File: config.mk
export PLATFORM = sky130hd
export DESIGN_NAME = hazard_scoreboard
export DESIGN_NICKNAME = d
export VERILOG_FILES = /design/src/rtl/hazard_scoreboard.sv
export SDC_FILE = /design/constraint.sdc
export NUM_CORES = 1
export LEC_CHECK = 0
export ABC_AREA = 1
export CORE_UTILIZATION = 40
export CTS_BUF_LIST = sky130_fd_sc_hd__clkbuf_16
export DETAILED_ROUTE_END_ITERATION = 16
export GPL_ROUTABILITY_DRIVEN = 0
export GPL_TIMING_DRIVEN = 0
export PLACE_DENSITY = 0.68
export SLEW_MARGIN = 20
export SYNTH_ARGS = -nofsm -noshare
export SYNTH_HDL_FRONTEND = slang
export SYNTH_SLANG_ARGS = --single-unit
File: constraint.sdc
create_clock -name clk -period 1.95 [get_ports clk]
set_input_delay 0.39 -clock clk [delete_from_list [all_inputs] [get_ports clk]]
set_output_delay 0.39 -clock clk [all_outputs]
set_load 0.05 [all_outputs]
File: src/rtl/hazard_scoreboard.sv
// Issue-gating hazard unit: tracks in-flight destination registers through a
// DEPTH-stage scoreboard and holds the front end after taken branches/returns.
module hazard_scoreboard #(
  parameter int NREG        = 16,
  parameter int DEPTH       = 3,
  parameter int NSRC        = 3,
  parameter int DS_REG      = 14,
  parameter int ZERO_REG_EN = 1,
  parameter int CNT_W       = 16,
  localparam int REG_W      = $clog2(NREG)
) (
  input  logic                   clk,
  input  logic                   rst,
  input  logic                   issue_valid,
  input  logic [NSRC*REG_W-1:0]  issue_src,
  input  logic [NSRC-1:0]        issue_src_en,
  input  logic                   issue_dsreg,
  input  logic [REG_W-1:0]       issue_rd,
  input  logic                   issue_wr,
  input  logic                   issue_ret,
  input  logic                   issue_branch,
  input  logic                   issue_call,
  input  logic                   pc_update,
  output logic                   issue_accept,
  output logic                   data_hazard,
  output logic                   pc_hazard,
  output logic                   stall,
  output logic [NREG-1:0]        busy_mask,
  output logic [CNT_W-1:0]       stall_cnt
);

  localparam logic [REG_W-1:0] DS_TAG  = REG_W'(DS_REG);
  localparam logic             ZERO_EX = (ZERO_REG_EN != 0);

  typedef enum logic {IDLE, CTRL_WAIT} state_t;

  state_t                 state_reg, state_next;
  logic [DEPTH:1]         sb_valid_reg;
  logic [REG_W-1:0]       sb_tag_reg [1:DEPTH];
  logic                   sb_valid_next;
  logic [REG_W-1:0]       src_eff [NSRC];
  logic [NSRC*DEPTH-1:0]  hit_mat;
  logic [CNT_W-1:0]       stall_cnt_reg;
  logic                   redirect;

  // Scoreboard head: stalled cycles naturally insert a bubble because
  // issue_accept is low.
  assign sb_valid_next = issue_accept & issue_wr &
                         !(ZERO_EX && (issue_rd == '0));

  always_ff @(posedge clk) begin
    if (rst) begin
      sb_valid_reg[1] <= 1'b0;
      sb_tag_reg[1]   <= '0;
    end else begin
      sb_valid_reg[1] <= sb_valid_next;
      sb_tag_reg[1]   <= issue_rd;
    end
  end

  generate
    for (genvar gi = 2; gi <= DEPTH; gi++) begin : g_shift
      always_ff @(posedge clk) begin
        if (rst) begin
          sb_valid_reg[gi] <= 1'b0;
          sb_tag_reg[gi]   <= '0;
        end else begin
          sb_valid_reg[gi] <= sb_valid_reg[gi-1];
          sb_tag_reg[gi]   <= sb_tag_reg[gi-1];
        end
      end
    end
  endgenerate

  // Source 0 may be redirected to the data-segment register.
  generate
    for (genvar gi = 0; gi < NSRC; gi++) begin : g_src
      if (gi == 0) begin : g_src0
        assign src_eff[gi] = issue_dsreg ? DS_TAG : issue_src[0 +: REG_W];
      end else begin : g_srcn
        assign src_eff[gi] = issue_src[gi*REG_W +: REG_W];
      end
      for (genvar gk = 1; gk <= DEPTH; gk++) begin : g_cmp
        assign hit_mat[gi*DEPTH + gk - 1] =
          issue_src_en[gi] && sb_valid_reg[gk] &&
          (sb_tag_reg[gk] == src_eff[gi]) &&
          !(ZERO_EX && (src_eff[gi] == '0));
      end
    end
  endgenerate

  assign data_hazard  = issue_valid & (|hit_mat);
  assign pc_hazard    = (state_reg == CTRL_WAIT);
  assign stall        = data_hazard | pc_hazard;
  assign issue_accept = issue_valid & !stall;

  always_comb begin
    busy_mask = '0;
    for (int k = 1; k <= DEPTH; k++) begin
      if (sb_valid_reg[k]) busy_mask[sb_tag_reg[k]] = 1'b1;
    end
  end

  // A call is a linked jump whose target is known at issue, so it never
  // waits for the PC-update logic even if decode also flags it as a branch.
  assign redirect = (issue_ret | issue_branch) & !issue_call;

  always_ff @(posedge clk) begin
    if (rst) state_reg <= IDLE;
    else     state_reg <= state_next;
  end

  always_comb begin
    state_next = state_reg;
    case (state_reg)
      IDLE:      if (issue_accept && redirect) state_next = CTRL_WAIT;
      CTRL_WAIT: if (pc_update) state_next = IDLE;
      default:   state_next = IDLE;
    endcase
  end

  always_ff @(posedge clk) begin
    if (rst) begin
      stall_cnt_reg <= '0;
    end else if (issue_valid && stall && (stall_cnt_reg != {CNT_W{1'b1}})) begin
      stall_cnt_reg <= stall_cnt_reg + 1'b1;
    end
  end

  assign stall_cnt = stall_cnt_reg;

endmodule

==> flow_metrics.tcl, run 1 <==
set metrics [dict create \
    dr.pass1.iters 5 \
    clock_skew_ps 7.027 \
    layout_commonest_cell "nand2_1" \
    internal_power_w 0.001306 \
    synth_top_area_share_pct 26.06 \
    violations "setup timing" \
    p_leak_nw 1.986 \
    tns_ps -1567 \
    status "finished, violations left" \
    htreeDepth 2 \
    nFillCells 512 \
    clockRootBuffer "clkbuf_16" \
    nets 599 \
    critical_path_required_ps 1560 \
    post-route-min-period_ps 2198 \
    post-dp-hpwl_um 6075 \
    clock_path_buffers 2 \
    drc 0 \
    cp_max_fo 4 \
    combPwrFrac_pct 23.0 \
    final_cell_mix "122 x nand2_1, 82 x nor2_1, 63 x nand3_1" \
    grt_pass1_wl_um 13970 \
    worst_slack_ps -247.9 \
    swShare_pct 30.28 \
    power_density_nw_per_um2 464.0 \
    critical_path_class "reg2out" \
    num_io_pins 64 \
    cap_violations 0 \
    synthCells 455 \
    die_area_um2 6464 \
    drive_gt1_share_pct 33.27 \
    crit_path_end_kind "primary output" \
    drv_slew 0 \
    synth_top_area_cell "dfxtp_1" \
    clkSinkCount 32 \
    grt_overflow 0 \
    clock.fmax_mhz 455.0 \
    die_w_um 80.40 \
    fin_crit_sh_pct 112.7 \
    ir_drop_uv 376.7 \
    viasPerCell 5.450 \
    hold_path.class "in2reg" \
    antenna_found_initial 0 \
    dr_total_vias 3521 \
    slew_headroom_pct 65.60 \
    clk_pin_slew_worst_paths_ps 50 \
    startpoint "sb_tag_reg[0][8]" \
    r2r_slack_ps -40 \
    power.total_w 0.001873 \
    ys_warn_count 0 \
    wirelength_um 9405 \
    cts_buffers 5 \
    io_buffer_count 62 \
    wl_per_cell_um 14.56 \
    cts_tree "done" \
    rr_worst_depth 14 \
    p_switching_w 0.0005671 \
    seq_area_frac_synth_pct 26.06 \
    antennaDiodeCount 0 \
    start_kind "flip-flop" \
    endpoint "issue_accept" \
    r2r-start "sb_tag_reg[0][8]" \
    syn_to_final_growth_pct 64.17 \
    synth-seq-cells 32 \
    grt_use_total_pct 27.83 \
    dr.first_iter.drc_count 307 \
    core_area_um2 5921 \
    clk_latency_ps 280 \
    grt_max_degree 12 \
    cp_data_arrival_time_ps 1810 \
    start_util_pct 41.53 \
    seqPwrFrac_pct 37.0 \
    syn_area_um2 2459 \
    synth_cell_types 28 \
    syn-num-nets 484 \
    syn_area_per_cell_um2 5.404 \
    largest_register_ffs 16 \
    setup_viol 24 \
    place_ws_ps -1361 \
    pwr-share-clk_pct 39.9 \
    rsz0062_at_grt "true" \
    synth_area_leaders "dfxtp_1 26%, nand2_1 20%, nand3_1 15%" \
    worst_slew_pin_slew_ps 514.4 \
    die_y_um 80.40 \
    ant_nets 0 \
    grt_pass1_vias 3066 \
    rows 28 \
    r2r_end "stall_cnt[14]" \
    hold_viol 0 \
]
[cells by family (layout without fill, tap and decap cells)]
family | Yosys count | after routing | share of synthesized area (%)
buffers and inverters | 64 | 179 | 10.69
adder cells (fa/ha/maj) | 1 | 1 | 0.5088
AO/OA/AOI/OAI | 35 | 36 | 8.041
AND/OR/NAND/NOR | 323 | 323 | 54.71
flip-flops | 32 | 32 | 26.06
[Yosys cell counts, drive strengths merged]
master	n
a21oi	20
nor3	6
dfxtp	32
nand2	135
buf	6
ha	1
clkbuf	3
inv	53
and3	1
o41ai	1
o21ai	11
or2	1
clkinv	2
nand4	4
nand3	76
nor4	1
o211ai	3
nor2	99
[stage by stage]
stage	instance area [um2]	cells	utilization [%]	hold slack, ps
after floorplan	2480	455	-	507.0
after global placement	3194	592	53.95	501.1
final	4036	646	68.17	458.5
after global routing	4036	646	68.17	469.8
after CTS	3632	621	61.35	463.0
after detailed placement	3194	592	53.95	498.3
[power by group through the flow]
stage | registers, W | logic, W | clock network [W]
final | 0.000694 | 0.000432 | 0.000748
after global routing | 0.000695 | 0.000466 | 0.000778
after CTS | 0.000692 | 0.000358 | 0.000756
after detailed placement | 0.000708 | 0.000313 | 0
after global placement | 0.000708 | 0.000310 | 0
after floorplan | 0.000709 | 0.000177 | 0
[worst max-delay path, stage by stage (launching register included)]
cell and delay (ps):
dfxtp_4 370, buf_6 120, o21ai_2 100, nor2_1 50, nand3_1 110, nand3_2 80, nand2_2 90, nand2_2 60
nor2_4 190, nand3_4 110, clkinvlp_4 100, buf_8 140
[cell type report]
type,instances,area [um2],area share [%]
repair buffers,109,973.4,24.12
clock buffers,5,125.1,3.100
well taps,75,93.84,2.325
flip-flops and latches,32,698.2,17.30
clock inverters,3,16.27,0.4030
plain buffers,7,52.55,1.302
inverters,55,274.0,6.789
multi-input cells,360,1803,44.67
[repair_timing]
| item | CTS | global route |
|---|---|---|
| gates resized for setup | 235 | 98 |
| buffers inserted | 22 | 23 |
| pin swaps | 21 | 31 |
| gates cloned | 0 | 3 |
| hold buffers | 0 | 0 |
| endpoints found under the setup margin | 37 | 37 |
[how the worst min path moves through the flow]
| stage | start | endpoint | slack [ps] | cells after the start |
|---|---|---|---|---|
| floorplan | sb_tag_reg[0][6] | sb_tag_reg[0][10] | 510 | 2 |
| global placement | stall_cnt[8] | stall_cnt[8] | 500 | 2 |
| detailed placement | stall_cnt[8] | stall_cnt[8] | 500 | 2 |
| CTS | rst | sb_tag_reg[0][12] | 460 | 2 |
| global route | rst | sb_tag_reg[0][15] | 470 | 2 |
| finish | rst | sb_tag_reg[0][11] | 460 | 2 |
[per-layer routing]
layer | vias to the layer above | global-route usage (%) | share of wire [%]
met5 | - | 0 | 0
met4 | 0 | 11.07 | 3.4
met3 | 37 | 5.227 | 8.5
met2 | 202 | 47.29 | 48
met1 | 1589 | 34.27 | 40
li1 | 1693 | - | -
Power figures use the tool's default switching activity.
==> run 2: changes to the inputs <==
--- a/config.mk
+++ b/config.mk
@@ -7,4 +7,5 @@
 export LEC_CHECK = 0
 export ABC_AREA = 1
+export CORE_ASPECT_RATIO = 1.4
 export CORE_UTILIZATION = 40
 export CTS_BUF_LIST = sky130_fd_sc_hd__clkbuf_16
==> constraint.sdc (replaced) <==
create_clock -name clk -period 1.95 [get_ports clk]
set_input_delay 0.39 -clock clk [delete_from_list [all_inputs] [get_ports clk]]
set_output_delay 0.39 -clock clk [all_outputs]
set_load 0.01 [all_outputs]
==> flow_metrics.tcl, run 2 (same netlist as run 1, synthesis figures left out) <==
set metrics [dict create \
    clk_latency_ps 270 \
    clock_path_buffers 2 \
    dr_total_vias 3447 \
    fin_crit_sh_pct 111.2 \
    crit_family "simple AND/OR/NAND/NOR gates" \
    status "finished, violations left" \
    worst_slack_ps -218.3 \
    pwr-share-clk_pct 45.1 \
    r2r_slack_ps 0 \
    internal_power_w 0.001407 \
    crit_buf_inv 5 \
    post-route-min-period_ps 2168 \
    die_area_um2 6469 \
    hold_path.class "in2reg" \
    design_area_um2 3855 \
    critPathSlowestCell "dfxtp_2" \
    combPwrFrac_pct 18.3 \
    p_switching_w 0.0005022 \
    io_buffer_count 62 \
    post-dp-hpwl_um 6205 \
    clock.fmax_mhz 461.2 \
    num_io_pins 64 \
    slew_headroom_pct 67.67 \
    drv_slew 0 \
    start_util_pct 41.64 \
    cts.hold.buffers_added 0 \
    clockRootBuffer "clkbuf_16" \
    grt_use_total_pct 29.73 \
    dr.pass1.iters 5 \
    start_kind "flip-flop" \
    power_density_nw_per_um2 495.3 \
    wirelength_um 9188 \
    grt_max_degree 11 \
    violations "setup timing" \
    cp_data_arrival_time_ps 1780 \
    htreeDepth 2 \
    grt_pass1_vias 3257 \
    nets 585 \
    rsz0062_at_grt "true" \
    layout_commonest_cell "nand2_1" \
    crit_path_end_kind "primary output" \
    clock_skew_ps 5.493 \
    cap_violations 0 \
    dr.first_iter.drc_count 294 \
    critical_path.cell_chain "buf_6 > buf_12 > nand2_2 > nor2_1 > nand3_1 > nand3_1 > nand2_2 > clkinv_2 > nor2_4 > nand3_2 > inv_2 > buf_6" \
    antennaDiodeCount 0 \
    r2r-start "sb_valid_reg[1]" \
    whs_path_depth 2 \
    cts_buffers 5 \
    worst-path-stages 12 \
    core_area_um2 5904 \
    swShare_pct 26.30 \
    cp_max_fo 5 \
    rows 33 \
    endpoint "issue_accept" \
    ir_drop_uv 633.1 \
    largest_register_ffs 16 \
    r2r_end "stall_cnt[13]" \
    clkSinkCount 32 \
    worst_slew_pin_slew_ps 484.9 \
    die_y_um 94.77 \
    critical_path_class "reg2out" \
    clk_pin_slew_worst_paths_ps 50 \
    hold_viol 0 \
    drc 0 \
    setup_viol 5 \
    startpoint "sb_valid_reg[1]" \
    p_leak_nw 1.847 \
    rr_worst_depth 14 \
    final_cell_mix "125 x nand2_1, 78 x nor2_1, 69 x nand3_1" \
    grt_overflow 0 \
    critical_path_required_ps 1560 \
    cts_tree "done" \
    wl_per_cell_um 14.65 \
    ant_nets 0 \
    slowest_delay_ps 330 \
    die_w_um 68.26 \
    seqPwrFrac_pct 36.6 \
    grt_pass1_wl_um 14400 \
    drive_gt1_share_pct 27.11 \
    viasPerCell 5.498 \
    place_area_um2 3167 \
    tns_ps -592.8 \
    antenna_found_initial 0 \
    syn_to_final_growth_pct 56.79 \
]
## run 2: cell count changes in the layout (fill, tap and decap cells not counted), sizes merged
| cell | before | now |
|---|---|---|
| clkbuf | 18 | 16 |
| bufinv | 0 | 1 |
| dlymetal6s2s | 3 | 1 |
| buf | 70 | 49 |
| clkdlybuf4s15 | 3 | 8 |
| a21oi | 21 | 20 |
| clkinvlp | 3 | 2 |
| clkdlybuf4s50 | 23 | 27 |
| dlygate4sd2 | 4 | 7 |
## run 2: cell type report
type	count	area [um2]
Tap cell	70	87.58
Buffer	9	78.83
Clock buffer	5	125.1
Inverter	55	262.8
Timing Repair Buffer	94	817.0
Multi-Input combinational cell	359	1758
Fill cell	530	2049
Sequential cell	32	686.9
Clock inverter	3	38.79
## run 2: worst min path at each step
stage / startpoint / endpoint
3_5_place_dp: stall_cnt[8] / stall_cnt[8]
4_1_cts: rst / sb_tag_reg[0][10]
3_3_place_gp: stall_cnt[8] / stall_cnt[8]
2_1_floorplan: sb_tag_reg[0][6] / sb_tag_reg[0][10]
5_1_grt: rst / sb_tag_reg[0][11]
6_report: rst / sb_tag_reg[0][11]
## run 2: per-stage QoR
stage | cells | utilization, % | setup WS, ps | total power (W) | hold WS (ps)
finish | 627 | 65.29 | -218.3 | 0.001909 | 458.7
global route | 627 | 65.29 | -275.5 | 0.001971 | 504.7
CTS | 610 | 61.60 | -183.3 | 0.001871 | 449.5
detailed placement | 587 | 53.63 | -1063 | 0.0009907 | 501.2
global placement | 587 | 53.63 | -1025 | 0.0009884 | 503.0
floorplan | 455 | - | 154.1 | 0.0008558 | 507.0
## run 2: routing by layer
metal  vias up  global-route usage, %  routed length (um)
met5         -                      0                   0
met4         0                  22.40                 473
met3        45                  6.159                 652
met2       183                  52.12                4853
met1      1561                  29.49                3209
li1       1658                      -                   -
## run 2: power by group through the flow
stage / Clock [W] / Combinational [W] / Sequential [W]
after floorplan: 0 / 0.000156 / 0.000700
after global placement: 0 / 0.000280 / 0.000708
after detailed placement: 0 / 0.000282 / 0.000708
after CTS: 0.000867 / 0.000308 / 0.000696
after global routing: 0.000888 / 0.000383 / 0.000700
final: 0.000861 / 0.000350 / 0.000699
## run 2: what timing repair did
action,in CTS,in global routing
gates resized for setup,164,68
setup buffers,15,16
pin swaps,13,16
cloned,0,1
setup endpoints to repair,36,32
